File: src/rtl/video_timing_gen.sv
// ============================================================================
//  Module      : video_timing_gen
//  Description : Parametrised video timing generator for the Pocket video
//                output. It produces vs/hs/de/line_start, gates rgb with de,
//                and issues early source-pixel/line addresses (x_index,
//                y_index) for the core's fetch logic, with 1x/2x pixel and
//                line replication selected at frame boundaries.
//  Ports       : clk            - dot clock
//                reset_n        - asynchronous active-low reset
//                scale_x/y      - replication select (0 = 1x, 1 = 2x)
//                rgb_in         - pixel from the core
//                vs, hs         - single-cycle sync pulses
//                de, rgb, skip  - video data outputs (skip tied low)
//                line_start     - pulse at column 0 of every row
//                x_index(_valid), y_index(_valid) - fetch addresses
//                frame_count    - frames started since reset
//  Revision    : 1.0 - initial release
// ============================================================================
`default_nettype none

module video_timing_gen #(
  parameter int VISIBLE_WIDTH     = 400,
  parameter int VISIBLE_HEIGHT    = 360,
  parameter int TOTAL_WIDTH       = 500,
  parameter int TOTAL_HEIGHT      = 400,
  parameter int H_START           = TOTAL_WIDTH - VISIBLE_WIDTH,
  parameter int V_START           = TOTAL_HEIGHT - VISIBLE_HEIGHT,
  parameter int HS_COL            = 4,
  parameter int X_PRE             = 0,
  parameter int Y_PRE             = 0,
  parameter int FRAME_FREQUENCY   = 50,
  parameter int DOT_CLOCK         = 0,
  parameter int FRAME_COUNT_WIDTH = 8
) (
  input  logic                                clk,
  input  logic                                reset_n,
  input  logic                                scale_x,
  input  logic                                scale_y,
  input  logic [23:0]                         rgb_in,
  output logic                                vs,
  output logic                                hs,
  output logic                                de,
  output logic                                skip,
  output logic [23:0]                         rgb,
  output logic                                line_start,
  output logic [$clog2(VISIBLE_WIDTH)-1:0]    x_index,
  output logic                                x_index_valid,
  output logic [$clog2(VISIBLE_HEIGHT)-1:0]   y_index,
  output logic                                y_index_valid,
  output logic [FRAME_COUNT_WIDTH-1:0]        frame_count
);

  localparam int CW = (TOTAL_WIDTH  > 1) ? $clog2(TOTAL_WIDTH)  : 1;
  localparam int RW = (TOTAL_HEIGHT > 1) ? $clog2(TOTAL_HEIGHT) : 1;
  localparam int XW = $clog2(VISIBLE_WIDTH);
  localparam int YW = $clog2(VISIBLE_HEIGHT);

  localparam logic [CW-1:0] c_col_last = CW'(TOTAL_WIDTH - 1);
  localparam logic [CW-1:0] c_h_first  = CW'(H_START);
  localparam logic [CW-1:0] c_h_last   = CW'(H_START + VISIBLE_WIDTH - 1);
  localparam logic [CW-1:0] c_x_first  = CW'(H_START - X_PRE);
  localparam logic [CW-1:0] c_x_last   = CW'(H_START - X_PRE + VISIBLE_WIDTH - 1);
  localparam logic [CW-1:0] c_hs_col   = CW'(HS_COL);
  localparam logic [RW-1:0] c_row_last = RW'(TOTAL_HEIGHT - 1);
  localparam logic [RW-1:0] c_v_first  = RW'(V_START);
  localparam logic [RW-1:0] c_v_last   = RW'(V_START + VISIBLE_HEIGHT - 1);
  localparam logic [RW-1:0] c_y_first  = RW'(V_START - Y_PRE);
  localparam logic [RW-1:0] c_y_last   = RW'(V_START - Y_PRE + VISIBLE_HEIGHT - 1);

  // --------------------------------------------------------------------------
  // Elaboration-time parameter checks
  // --------------------------------------------------------------------------
  if (H_START + VISIBLE_WIDTH > TOTAL_WIDTH) begin : g_chk_h_window
    $error("video_timing_gen: H_START+VISIBLE_WIDTH exceeds TOTAL_WIDTH");
  end
  if (V_START + VISIBLE_HEIGHT > TOTAL_HEIGHT) begin : g_chk_v_window
    $error("video_timing_gen: V_START+VISIBLE_HEIGHT exceeds TOTAL_HEIGHT");
  end
  if (X_PRE > H_START) begin : g_chk_x_pre
    $error("video_timing_gen: X_PRE exceeds H_START");
  end
  if (Y_PRE > V_START) begin : g_chk_y_pre
    $error("video_timing_gen: Y_PRE exceeds V_START");
  end
  if (HS_COL >= H_START - X_PRE) begin : g_chk_hs_col
    $error("video_timing_gen: HS_COL must precede the x_index window");
  end
  if ((VISIBLE_WIDTH % 2) != 0 || (VISIBLE_HEIGHT % 2) != 0) begin : g_chk_even
    $error("video_timing_gen: visible dimensions must be even");
  end
  // A DOT_CLOCK of 0 leaves the dot rate unspecified; the rate check only
  // applies once a real rate is supplied.
  if (DOT_CLOCK != 0 &&
      DOT_CLOCK != TOTAL_WIDTH * TOTAL_HEIGHT * FRAME_FREQUENCY) begin : g_chk_rate
    $error("video_timing_gen: DOT_CLOCK inconsistent with frame geometry");
  end

  // --------------------------------------------------------------------------
  // State
  // --------------------------------------------------------------------------
  logic [CW-1:0]                col_q, col_d;
  logic [RW-1:0]                row_q, row_d;
  logic                         sx_q, sx_d;
  logic                         sy_q, sy_d;
  logic [FRAME_COUNT_WIDTH-1:0] frame_count_q, frame_count_d;
  logic                         vs_q, vs_d;
  logic                         hs_q, hs_d;
  logic                         de_q, de_d;
  logic                         line_start_q, line_start_d;
  logic [XW-1:0]                x_index_q, x_index_d;
  logic                         x_valid_q, x_valid_d;
  logic [YW-1:0]                y_index_q, y_index_d;
  logic                         y_valid_q, y_valid_d;
  logic                         w_frame_start;

  // Every registered output describes the position the counters move to on
  // this edge, so all decodes below work on the next position (col_d, row_d).
  always_comb begin
    col_d = col_q + 1'b1;
    row_d = row_q;
    if (col_q == c_col_last) begin
      col_d = '0;
      if (row_q == c_row_last) begin
        row_d = '0;
      end else begin
        row_d = row_q + 1'b1;
      end
    end

    w_frame_start = (col_d == '0) && (row_d == '0);

    // Replication modes are sampled only when a new frame begins, so a frame
    // is never rendered with mixed scaling.
    sx_d          = w_frame_start ? scale_x : sx_q;
    sy_d          = w_frame_start ? scale_y : sy_q;
    frame_count_d = w_frame_start ? frame_count_q + 1'b1 : frame_count_q;

    vs_d         = w_frame_start;
    hs_d         = (col_d == c_hs_col);
    line_start_d = (col_d == '0);
    de_d         = (row_d >= c_v_first) && (row_d <= c_v_last) &&
                   (col_d >= c_h_first) && (col_d <= c_h_last);

    // Index windows lead the active window by X_PRE columns / Y_PRE rows.
    y_valid_d = (row_d >= c_y_first) && (row_d <= c_y_last);
    y_index_d = y_valid_d ? YW'((row_d - c_y_first) >> sy_d) : '0;
    x_valid_d = y_valid_d && (col_d >= c_x_first) && (col_d <= c_x_last);
    x_index_d = x_valid_d ? XW'((col_d - c_x_first) >> sx_d) : '0;
  end

  // Reset parks the counters on the last dot of the frame so that the first
  // edge after release lands on (0,0) and starts frame 1.
  always_ff @(posedge clk or negedge reset_n) begin
    if (!reset_n) begin
      col_q         <= c_col_last;
      row_q         <= c_row_last;
      sx_q          <= 1'b0;
      sy_q          <= 1'b0;
      frame_count_q <= '0;
      vs_q          <= 1'b0;
      hs_q          <= 1'b0;
      de_q          <= 1'b0;
      line_start_q  <= 1'b0;
      x_index_q     <= '0;
      x_valid_q     <= 1'b0;
      y_index_q     <= '0;
      y_valid_q     <= 1'b0;
    end else begin
      col_q         <= col_d;
      row_q         <= row_d;
      sx_q          <= sx_d;
      sy_q          <= sy_d;
      frame_count_q <= frame_count_d;
      vs_q          <= vs_d;
      hs_q          <= hs_d;
      de_q          <= de_d;
      line_start_q  <= line_start_d;
      x_index_q     <= x_index_d;
      x_valid_q     <= x_valid_d;
      y_index_q     <= y_index_d;
      y_valid_q     <= y_valid_d;
    end
  end

  assign vs            = vs_q;
  assign hs            = hs_q;
  assign de            = de_q;
  assign skip          = 1'b0;
  assign rgb           = de_q ? rgb_in : 24'd0;
  assign line_start    = line_start_q;
  assign x_index       = x_index_q;
  assign x_index_valid = x_valid_q;
  assign y_index       = y_index_q;
  assign y_index_valid = y_valid_q;
  assign frame_count   = frame_count_q;

endmodule

`default_nettype wire
File: config.mk
export PLATFORM = sky130hd
export DESIGN_NAME = video_timing_gen
export DESIGN_NICKNAME = d
export VERILOG_FILES = /design/src/rtl/video_timing_gen.sv
export SDC_FILE = /design/constraint.sdc
export NUM_CORES = 1
export LEC_CHECK = 0
export ABC_CLOCK_PERIOD_IN_PS = 5200
export BUFFER_PORTS_ARGS = -buffer_cell sky130_fd_sc_hd__buf_2
export CAP_MARGIN = 20
export CORE_ASPECT_RATIO = 0.8
export CORE_UTILIZATION = 59
export CTS_BUF_LIST = sky130_fd_sc_hd__clkbuf_8
export DETAILED_ROUTE_END_ITERATION = 8
export GPL_TIMING_DRIVEN = 0
export HOLD_SLACK_MARGIN = 0.02
export PLACE_DENSITY = 0.95
export SLEW_MARGIN = 10
export SYNTH_ARGS = -nofsm -noshare
export SYNTH_HDL_FRONTEND = slang
export SYNTH_SLANG_ARGS = --single-unit
File: constraint.sdc
create_clock -name clk -period 5.2 [get_ports clk]
set_input_delay 0.26 -clock clk [delete_from_list [all_inputs] [get_ports clk]]
set_output_delay 0.26 -clock clk [all_outputs]
set_load 0.03 [all_outputs]
==> run_results.csv, run 1 <==
group,metric,value,unit
outcome,status,"complete, no violations",
sta,finalSetupViolCount,0,
yosys,ys_seq_elements,51,
yosys,syn_nets,358,
clock_network,cts_made_buffers,5,
routing,wl_per_cell,16.6,um
setup_path,worstPathMaxFanout,10,
finish,layout-drive-gt1-share,0.339,
yosys,mappedNetlistArea,3110,um^2
routing,drc,0,
finish,nets,450,
placed_design,hpwlAfterDp,5.85,mm
yosys,synth_edf_count,0,
floorplan,coreArea,5040,um^2
global_routing,grt-ovfl-total,0,
setup_path,crit_chain,"ha_1, buf_2, nand4bb_4, or4_1, o21a_1, ha_1, nor3b_1, a211o_1, a2111oi_4, a31oi_4, inv_2, a2111oi_0",
power_and_ir_drop,ir_drop,0.161,mV
clock_network,clkTransAtPathRegs,100,ps
clock_network,cts_setup_buffers,0,
sta,slew_headroom,0.495,
yosys,syn_inst,320,
floorplan,die_w,83.2,um
routing,dr_wl_met2,3.87,mm
routing,vias,2799,
global_routing,grt_max_degree,52,
routing,first_pass_iters,5,
floorplan,start_util,0.618,
setup_path,path_buf_inv,2,
finish,n_antenna_cell,0,
yosys,yosysTopAreaCell,"dfrtp_1",
placed_design,io_buffers,83,
floorplan,die_y,67.0,um
floorplan,pin_count,85,
clock_network,cts-htree-levels,2,
routing,routed_via_density,5.89,
setup_path,cp_common_cell,"ha_1",
finish,synthToLayoutAreaGrowth,20.0,%
power_and_ir_drop,p_per_area,179,nW/um^2
routing,top_layer,"met4",
finish,fillerInstances,348,
clock_network,clk_latency,320,ps
yosys,synth_warnings,0,
setup_path,critPathRequiredTime,5360,ps
global_routing,grt_first_pass_wirelength,12.2,mm
sta,hold_viol_final,0,
routing,drt_wl_total,7.88,mm
sta,slew_viol_final,0,
sta,fin_skew,8.20,ps
sta,fin_crit,4050,ps
routing,wl_met1,3.41,mm
routing,final_antenna_net_count,0,
yosys,synth.distinct_cells,64,
routing,drtIter0Drc,193,
finish,final_common_cell,"buf_2",
power_and_ir_drop,p_leak,0.00190,uW
placed_design,gp_congestion,0.871,
yosys,async_reset_ff_frac,1.00,
clock_network,cts-root-buf,"clkbuf_8",
setup_path,path_delay_family,"compound AO/OA/AOI/OAI gates",
sta,grt_setup_unrepaired,"false",
setup_path,critPathSlowestCell,"dfstp_2",
yosys,yosys.area.top_type_share,0.305,
min_path,hold_class,"input port to asynchronous set/reset pin",
flow_run,drv_cap,0,
setup_path,cp-end-kind,"flop",
placed_design,placedCellCount,465,
global_routing,grt_antenna_before_repair,0,
yosys,synth_area_leaders,"dfrtp_1, dfstp_2, and2_1",
yosys,avgSynthCellArea,9.73,um^2
sta,timing.hold.ws,369,ps
yosys,yosysSeqAreaShare,0.415,
finish,final_cell_mix,"buf_2, dfrtp_1, and2_1",
floorplan,die-area,5570,um^2
sta,tightest_slew,756,ps
yosys,yosys_most_used_dff,"dfrtp_1",
setup_path,cpPeakStageDelay,630,ps
finish,final_cells,475,
clock_network,cts_buffer_depth,2,
clock_network,clkSinkCount,51,
sta,fmax,0.247,GHz
global_routing,grt_pass1_vias,2545,
floorplan,rows,23,
routing,dr_wl_met3,424,um
sta,fin_tns_setup,0,ps
sta,min_period_over_period,0.778,
setup_path,cp.arrival,4200,ps
clock_network,tritoncts,"done",
setup_path,cp-start-kind,"flop",
setup_path,crit_type,"flop to flop",
global_routing,track_usage,0.284,
## flip-flops by register name, summed over array words and instances (netlist names)
| name | count |
|---|---|
| x_index | 9 |
| y_index | 9 |
| sy_q | 1 |
| sx_q | 1 |
| frame_count | 8 |
| col_q | 9 |
| y_index_valid | 1 |
| de | 1 |
| hs | 1 |
| line_start | 1 |
| vs | 1 |
| row_q | 9 |
## metrics by stage
step / setup WS [ps] / power (uW) / instance area [um^2] / util
finish: 1150 / 668 / 3730 / 0.742
global route: 1040 / 686 / 3730 / 0.742
CTS: 1240 / 667 / 3700 / 0.736
detailed placement: 1350 / 423 / 3610 / 0.716
global placement: 1420 / 422 / 3610 / 0.716
floorplan: 1920 / 406 / 3110 / -
## synth_stat cells (3+ instances only)
library cell and number:
ha_1 10, buf_2 3, o21a_1 3, and4_1 4
and2_1 27, a221oi_1 3, nand4_1 10, xor2_1 9
nor2_1 20, dfrtp_1 38, o22ai_1 3, inv_2 6
nand2_1 25, a211oi_1 4, xnor2_1 12, o21ai_0 5
a21o_1 3, and3_1 8, nand2b_1 4, dfstp_2 13
nand3_1 13, clkbuf_1 5, nor4_1 3, nor3_1 8
buf_4 4, inv_1 12, a21oi_1 17
## worst reg2reg max path, delay by kind of cell, from the launching register on
kind                       cells  cell delay, ps
AOI/OAI and AO/OA              5            1380
and+or+nand+nor                3            1050
DFF                            1             630
adders and majority gates      2             460
buffers and inverters          2             380
## routing by layer
layer | global-route usage | vias up
met1 | 0.381 | 1344
met4 | 0.151 | 0
met5 | 0 | -
met3 | 0.0545 | 17
li1 | - | 1325
met2 | 0.438 | 113
## report_power, final
group	switching, uW	internal [uW]	total (uW)
logic	10.8	9.44	20.2
clock network	142	109	251
registers	0	397	397
total	153	515	668
## timing repair
item,CTS,global route
gates resized for setup,0,0
endpoints found under the hold margin,0,11
hold buffers,0,1
## logic make-up (layout without fill, tap and decap cells)
family                     after synthesis  after routing  share of synthesized area
AOI/OAI and AO/OA                       64             64                      0.166
adders and majority gates               10             10                     0.0402
muxes                                    3              3                     0.0100
and+or+nand+nor                        140            140                      0.266
other                                    1              1                    0.00120
buffers and inverters                   30            123                     0.0422
DFF                                     51             51                      0.415
xor gates and xnor gates                21             21                     0.0591
## worst paths after layout
kind	startpoint	end	slack, ps	cells past startpoint
max	col_q[1]	y_index[1]	1150	12
min	reset_n	y_index_valid	370	2
max reg2reg	col_q[1]	y_index[1]	1150	12
min reg2reg	frame_count[6]	frame_count[6]	500	1
max in group asynchronous	reset_n	col_q[1]	4250	3
min in group clk	scale_y	y_index[3]	410	4
## area by class of cell
cell class	count	area, um^2	share of cell area
Timing Repair Buffer	85	445	0.119
Sequential cell	51	1290	0.346
Buffer	12	63.8	0.0171
Tap cell	62	77.6	0.0208
Multi-Input combinational cell	239	1690	0.452
Clock inverter	2	16.3	0.00436
Clock buffer	6	82.6	0.0221
Inverter	18	67.6	0.0181
Power figures use the tool's default switching activity.
==> run 2: changes to the inputs <==
Settings changed: ABC_AREA from default to 1, ABC_CLOCK_PERIOD_IN_PS 5200 to 3550, CORE_UTILIZATION 59 to 50, PLACE_DENSITY 0.95 to 0.89.
Clock period 5.2 ns to 3.55 ns, I/O delays scaled along.
==> run_results.csv, run 2 <==
group,metric,value,unit
yosys,ys_seq_elements,51,
sta,hold_viol_final,0,
setup_path,cpPeakStageDelay,620,ps
setup_path,critPathSlowestCell,"dfstp_2",
setup_path,reg2reg_depth,15,
min_path,min_path_cells,5,
global_routing,met2_usage,0.379,
routing,vias,3245,
yosys,async_reset_ff_frac,1.00,
yosys,yosys.area.top_type_share,0.270,
setup_path,cp_common_cell,"nand2_1",
power_and_ir_drop,p_per_area,244,nW/um^2
floorplan,rows,26,
sta,tightest_slew,635,ps
sta,fin_crit,3020,ps
routing,final_antenna_net_count,0,
floorplan,start_util,0.534,
flow_run,drv_cap,0,
finish,synthToLayoutAreaGrowth,18.3,%
finish,design_area,4170,um^2
yosys,yosys_most_used_dff,"dfrtp_1",
sta,grt_setup_unrepaired,"false",
global_routing,grt_util_met3,0.0357,
finish,final_cell_mix,"nand2_1, buf_2, inv_1",
routing,routed_via_density,5.07,
global_routing,grt-ovfl-total,0,
clock_network,cts-htree-levels,2,
clock_network,clkTransAtPathRegs,100,ps
yosys,syn_inst,464,
sta,min_period_over_period,0.851,
yosys,avgSynthCellArea,7.59,um^2
sta,slew_viol_final,0,
finish,n_antenna_cell,0,
sta,fin_tns_setup,0,ps
sta,finalSetupViolCount,0,
yosys,yosysSeqAreaShare,0.367,
placed_design,gp_congestion,0.846,
sta,slew_headroom,0.576,
global_routing,grtUsageMet1,0.273,
setup_path,crit_type,"flop to flop",
setup_path,cp-end-kind,"flop",
yosys,synth.most_common_cell,"nand2_1",
finish,nets,593,
setup_path,critPathRequiredTime,3760,ps
setup_path,cp.arrival,3230,ps
setup_path,crit_chain,"ha_1, nand2_1, nor2_2, nand2_4, buf_6, nand2_1, ha_1, nand2_1, nor2_1, nand2_2, nor2_8, nand3_4, buf_6, a21oi_2, nor2_2",
power_and_ir_drop,p_leak,0.00246,uW
global_routing,grt_first_pass_wirelength,12.8,mm
floorplan,pin_count,85,
yosys,synth_warnings,0,
sta,fin_skew,10.3,ps
floorplan,die-area,7390,um^2
setup_path,rr_startpoint,"col_q[0]",
routing,drt_wl_total,7.53,mm
routing,drc,0,
setup_path,worstPathMaxFanout,10,
setup_path,reg2reg_to,"y_index[7]",
yosys,yosysTopAreaCell,"dfrtp_1",
routing,first_pass_iters,5,
floorplan,die_w,95.9,um
clock_network,cts.repair.resized,0,
placed_design,hpwlAfterDp,5.70,mm
finish,final_common_cell,"nand2_1",
yosys,synth_edf_count,0,
clock_network,cts.hold.buffers_added,0,
global_routing,grt_pass1_vias,2932,
clock_network,tritoncts,"done",
power_and_ir_drop,ir_drop,0.208,mV
outcome,status,"complete, no violations",
finish,area.sequential,1290,um^2
routing,wl_per_cell,11.8,um
sta,fmax,0.331,GHz
min_path,hold_path_end,"sx_q",
min_path,min-delay-start,"scale_x",
clock_network,clkSinkCount,51,
global_routing,top_usage_layer,"met2",
min_path,hold_class,"input port to flop",
floorplan,die_y,77.1,um
finish,multi_input_area,1800,um^2
setup_path,cp-start-kind,"flop",
yosys,synth.distinct_cells,35,
global_routing,grt_max_degree,52,
clock_network,cts_setup_buffers,0,
global_routing,track_usage,0.217,
yosys,ys_top_cells_by_count,"nand2_1, inv_1, nand3_1, nor2_1, dfrtp_1",
finish,fillerInstances,540,
setup_path,r2r_slack,530,ps
placed_design,io_buffers,83,
yosys,syn_nets,502,
yosys,synth_area_leaders,"dfrtp_1, nand2_1, dfstp_2",
placed_design,post_dp_cell_area,4040,um^2
clock_network,clk_latency,310,ps
floorplan,coreArea,6600,um^2
clock_network,cts_buffer_depth,2,
clock_network,cts_made_buffers,5,
finish,layout-drive-gt1-share,0.308,
clock_network,cts-root-buf,"clkbuf_8",
yosys,mappedNetlistArea,3520,um^2
global_routing,grt_antenna_before_repair,0,
routing,drtIter0Drc,176,
run 2: changes by cell type after synthesis, moves of 5 or more:
cell	change
a21oi_1	-15
a21oi_2	+15
and2_1	-26
and3_1	-8
inv_1	+67
nand2_1	+108
nand3_1	+32
nand3_2	+7
nand3_4	+5
nand4_1	-5
nor2_1	+24
nor2_2	+9
nor3_1	-6
xnor2_1	-9
run 2: layer usage:
layer,up-vias,share of wire
met1,1509,0.43
met3,9,0.073
met2,139,0.49
li1,1588,-
met4,0,0.012
met5,-,0
run 2: where the power goes:
part           internal (uW)  switching [uW]
Clock                    210             198
Combinational           12.2            17.5
Sequential               581               0
run 2: area by class of cell:
type | count | area share
Buffer | 11 | 0.0258
Clock buffer | 5 | 0.0165
Clock inverter | 3 | 0.0102
Inverter | 85 | 0.0766
Multi-Input combinational cell | 317 | 0.433
Sequential cell | 51 | 0.310
Tap cell | 84 | 0.0252
Timing Repair Buffer | 84 | 0.103
run 2: kinds of logic after synthesis:
family,Yosys count,synth area share
simple gates,269,0.392
buf+inv,96,0.121
flops,51,0.367
compound gates,26,0.0565
xor+xnor,11,0.0273
fa+ha+maj,10,0.0355
other cells,1,0.00106
run 2: critical path: cells and delay by family (launching register included):
| kind | cells | cell delay (ps) |
|---|---|---|
| DFF | 1 | 620 |
| adders and majority gates | 2 | 460 |
| and+or+nand+nor | 10 | 1330 |
| buffers and inverters | 2 | 350 |
| AOI/OAI and AO/OA | 1 | 150 |
run 2: worst max-delay path by stage:
stage	startpoint	to	cells after the start
after floorplan	col_q[0]	y_index[6]	17
after global placement	col_q[0]	y_index[6]	17
after detailed placement	col_q[0]	y_index[6]	17
after CTS	col_q[0]	y_index[6]	17
after global routing	row_q[0]	x_index[2]	18
final	col_q[0]	y_index[7]	15
run 2: metrics by stage:
step	cells	setup WS [ps]	hold slack, ps	utilization	total power (uW)
final	640	528	287	0.631	1020
after global placement	631	591	445	0.612	621
after global routing	640	315	323	0.631	1060
after detailed placement	631	568	464	0.612	622
after floorplan	464	896	-118	-	596
after CTS	639	531	118	0.629	1030
==> run 3: changes to the inputs <==
Settings changed: BUFFER_PORTS_ARGS -buffer_cell sky130_fd_sc_hd__buf_2 to -buffer_cell sky130_fd_sc_hd__clkbuf_2.
==> run_results.csv, run 3 (synthesis results as in run 2) <==
group,metric,value,unit
outcome,status,"complete, no violations",
setup_path,critPathRequiredTime,3770,ps
sta,grt_setup_unrepaired,"false",
floorplan,die_y,77.1,um
global_routing,grt_max_degree,33,
floorplan,start_util,0.534,
sta,setup_ws,415,ps
setup_path,cp-start-kind,"flop",
finish,final_cell_mix,"nand2_1, clkbuf_2, inv_1",
sta,hold_viol_final,0,
flow_run,drv_cap,0,
sta,finalSetupViolCount,0,
routing,first_pass_iters,6,
sta,timing.hold.ws,287,ps
setup_path,cp-end-kind,"flop",
clock_network,cts.repair.resized,0,
finish,nets,594,
global_routing,track_usage,0.213,
placed_design,io_buffers,83,
finish,design_area,4160,um^2
routing,drt_wl_total,7.34,mm
finish,fillerInstances,544,
sta,fmax,0.319,GHz
routing,drtIter0Drc,217,
routing,wl_per_cell,11.5,um
sta,min_period_over_period,0.883,
floorplan,coreArea,6600,um^2
routing,drc,0,
setup_path,crit_type,"flop to flop",
floorplan,die_w,95.9,um
global_routing,grt-ovfl-total,0,
placed_design,gp_congestion,0.841,
clock_network,tritoncts,"done",
floorplan,die-area,7390,um^2
clock_network,cts-htree-levels,2,
global_routing,grt_first_pass_wirelength,12.5,mm
placed_design,post_dp_cell_area,4060,um^2
finish,n_antenna_cell,0,
setup_path,reg2reg_depth,16,
floorplan,pin_count,85,
routing,routed_via_density,4.93,
clock_network,clkSinkCount,51,
sta,slew_headroom,0.643,
finish,final_common_cell,"nand2_1",
sta,fin_tns_setup,0,ps
sta,tightest_slew,536,ps
power_and_ir_drop,p_per_area,226,nW/um^2
global_routing,grt_antenna_before_repair,0,
global_routing,grt_pass1_vias,2901,
clock_network,cts_buffer_depth,2,
setup_path,cp.arrival,3360,ps
sta,fin_skew,2.19,ps
clock_network,cts.hold.buffers_added,1,
sta,slew_viol_final,0,
clock_network,clk_latency,300,ps
setup_path,worstPathMaxFanout,10,
clock_network,clkTransAtPathRegs,90,ps
clock_network,cts-root-buf,"clkbuf_8",
finish,synthToLayoutAreaGrowth,18.0,%
clock_network,cts_setup_buffers,0,
routing,vias,3156,
power_and_ir_drop,power.total,938,uW
finish,layout-drive-gt1-share,0.309,
routing,final_antenna_net_count,0,
placed_design,hpwlAfterDp,5.72,mm
min_path,min_path_cells,5,
sta,fin_crit,3130,ps
floorplan,rows,26,
placed_design,dp_slack,490,ps
power_and_ir_drop,p_leak,0.00240,uW
min_path,hold_class,"input port to flop",
clock_network,cts_made_buffers,5,
power_and_ir_drop,ir_drop,0.192,mV
==> run 3: cell types whose count changed in the layout (fill, tap and decap cells not counted) <==
cell and change:
inv_1 -1, clkbuf_2 +83, clkinv_4 +1, clkinv_2 +1, inv_6 -1, buf_12 +1, buf_2 -82, bufinv_16 -1
buf_4 -1
==> run 3: final cells by class <==
class,instances,area (um^2),area share
Multi-Input combinational cell,317,1800,0.434
Sequential cell,51,1290,0.311
Timing Repair Buffer,85,445,0.107
Inverter,85,319,0.0768
Buffer,11,108,0.0259
Tap cell,84,105,0.0253
Clock buffer,5,68.8,0.0166
Clock inverter,2,13.8,0.00331
==> run 3: stage by stage <==
step	cells	utilization
global route	640	0.629
floorplan	464	-
finish	640	0.629
detailed placement	632	0.615
CTS	640	0.629
global placement	631	0.612
==> run 3: power breakdown <==
part | leakage, uW | switching, uW | internal (uW)
Clock | 0.0000440 | 190 | 135
Combinational | 0.00169 | 18.1 | 14.1
Sequential | 0.000666 | 0 | 581
==> run 3: final timing paths <==
check                                    start             end  slack, ps
max in group asynchronous              reset_n        col_q[0]       2550
worst max register to register        col_q[0]      y_index[3]        420
worst max-delay path                  col_q[0]      y_index[3]        420
worst min register to register  frame_count[2]  frame_count[2]        530
worst min-delay path                   scale_x            sx_q        290
min in group asynchronous              reset_n      x_index[5]        380
==> run 3: critical path: stages, from the launching register on <==
cell     delay, ps
dfstp_2        600
ha_1           240
nand2_1        110
nor2_2         250
nand2_4        110
buf_6          170
nand2_1        220
ha_1           230
nand2_1         60
nor2_1         120
nand2_2        130
nor2_8         220
nand2_8        120
nand2_8        110
buf_8          150
a21oi_2         60
nor2_1         150
==> run 3: routing by layer <==
layer	wire, um	GRT usage
met4	134	0.0791
met2	3400	0.356
met5	0	0
met1	3340	0.275
met3	466	0.0357
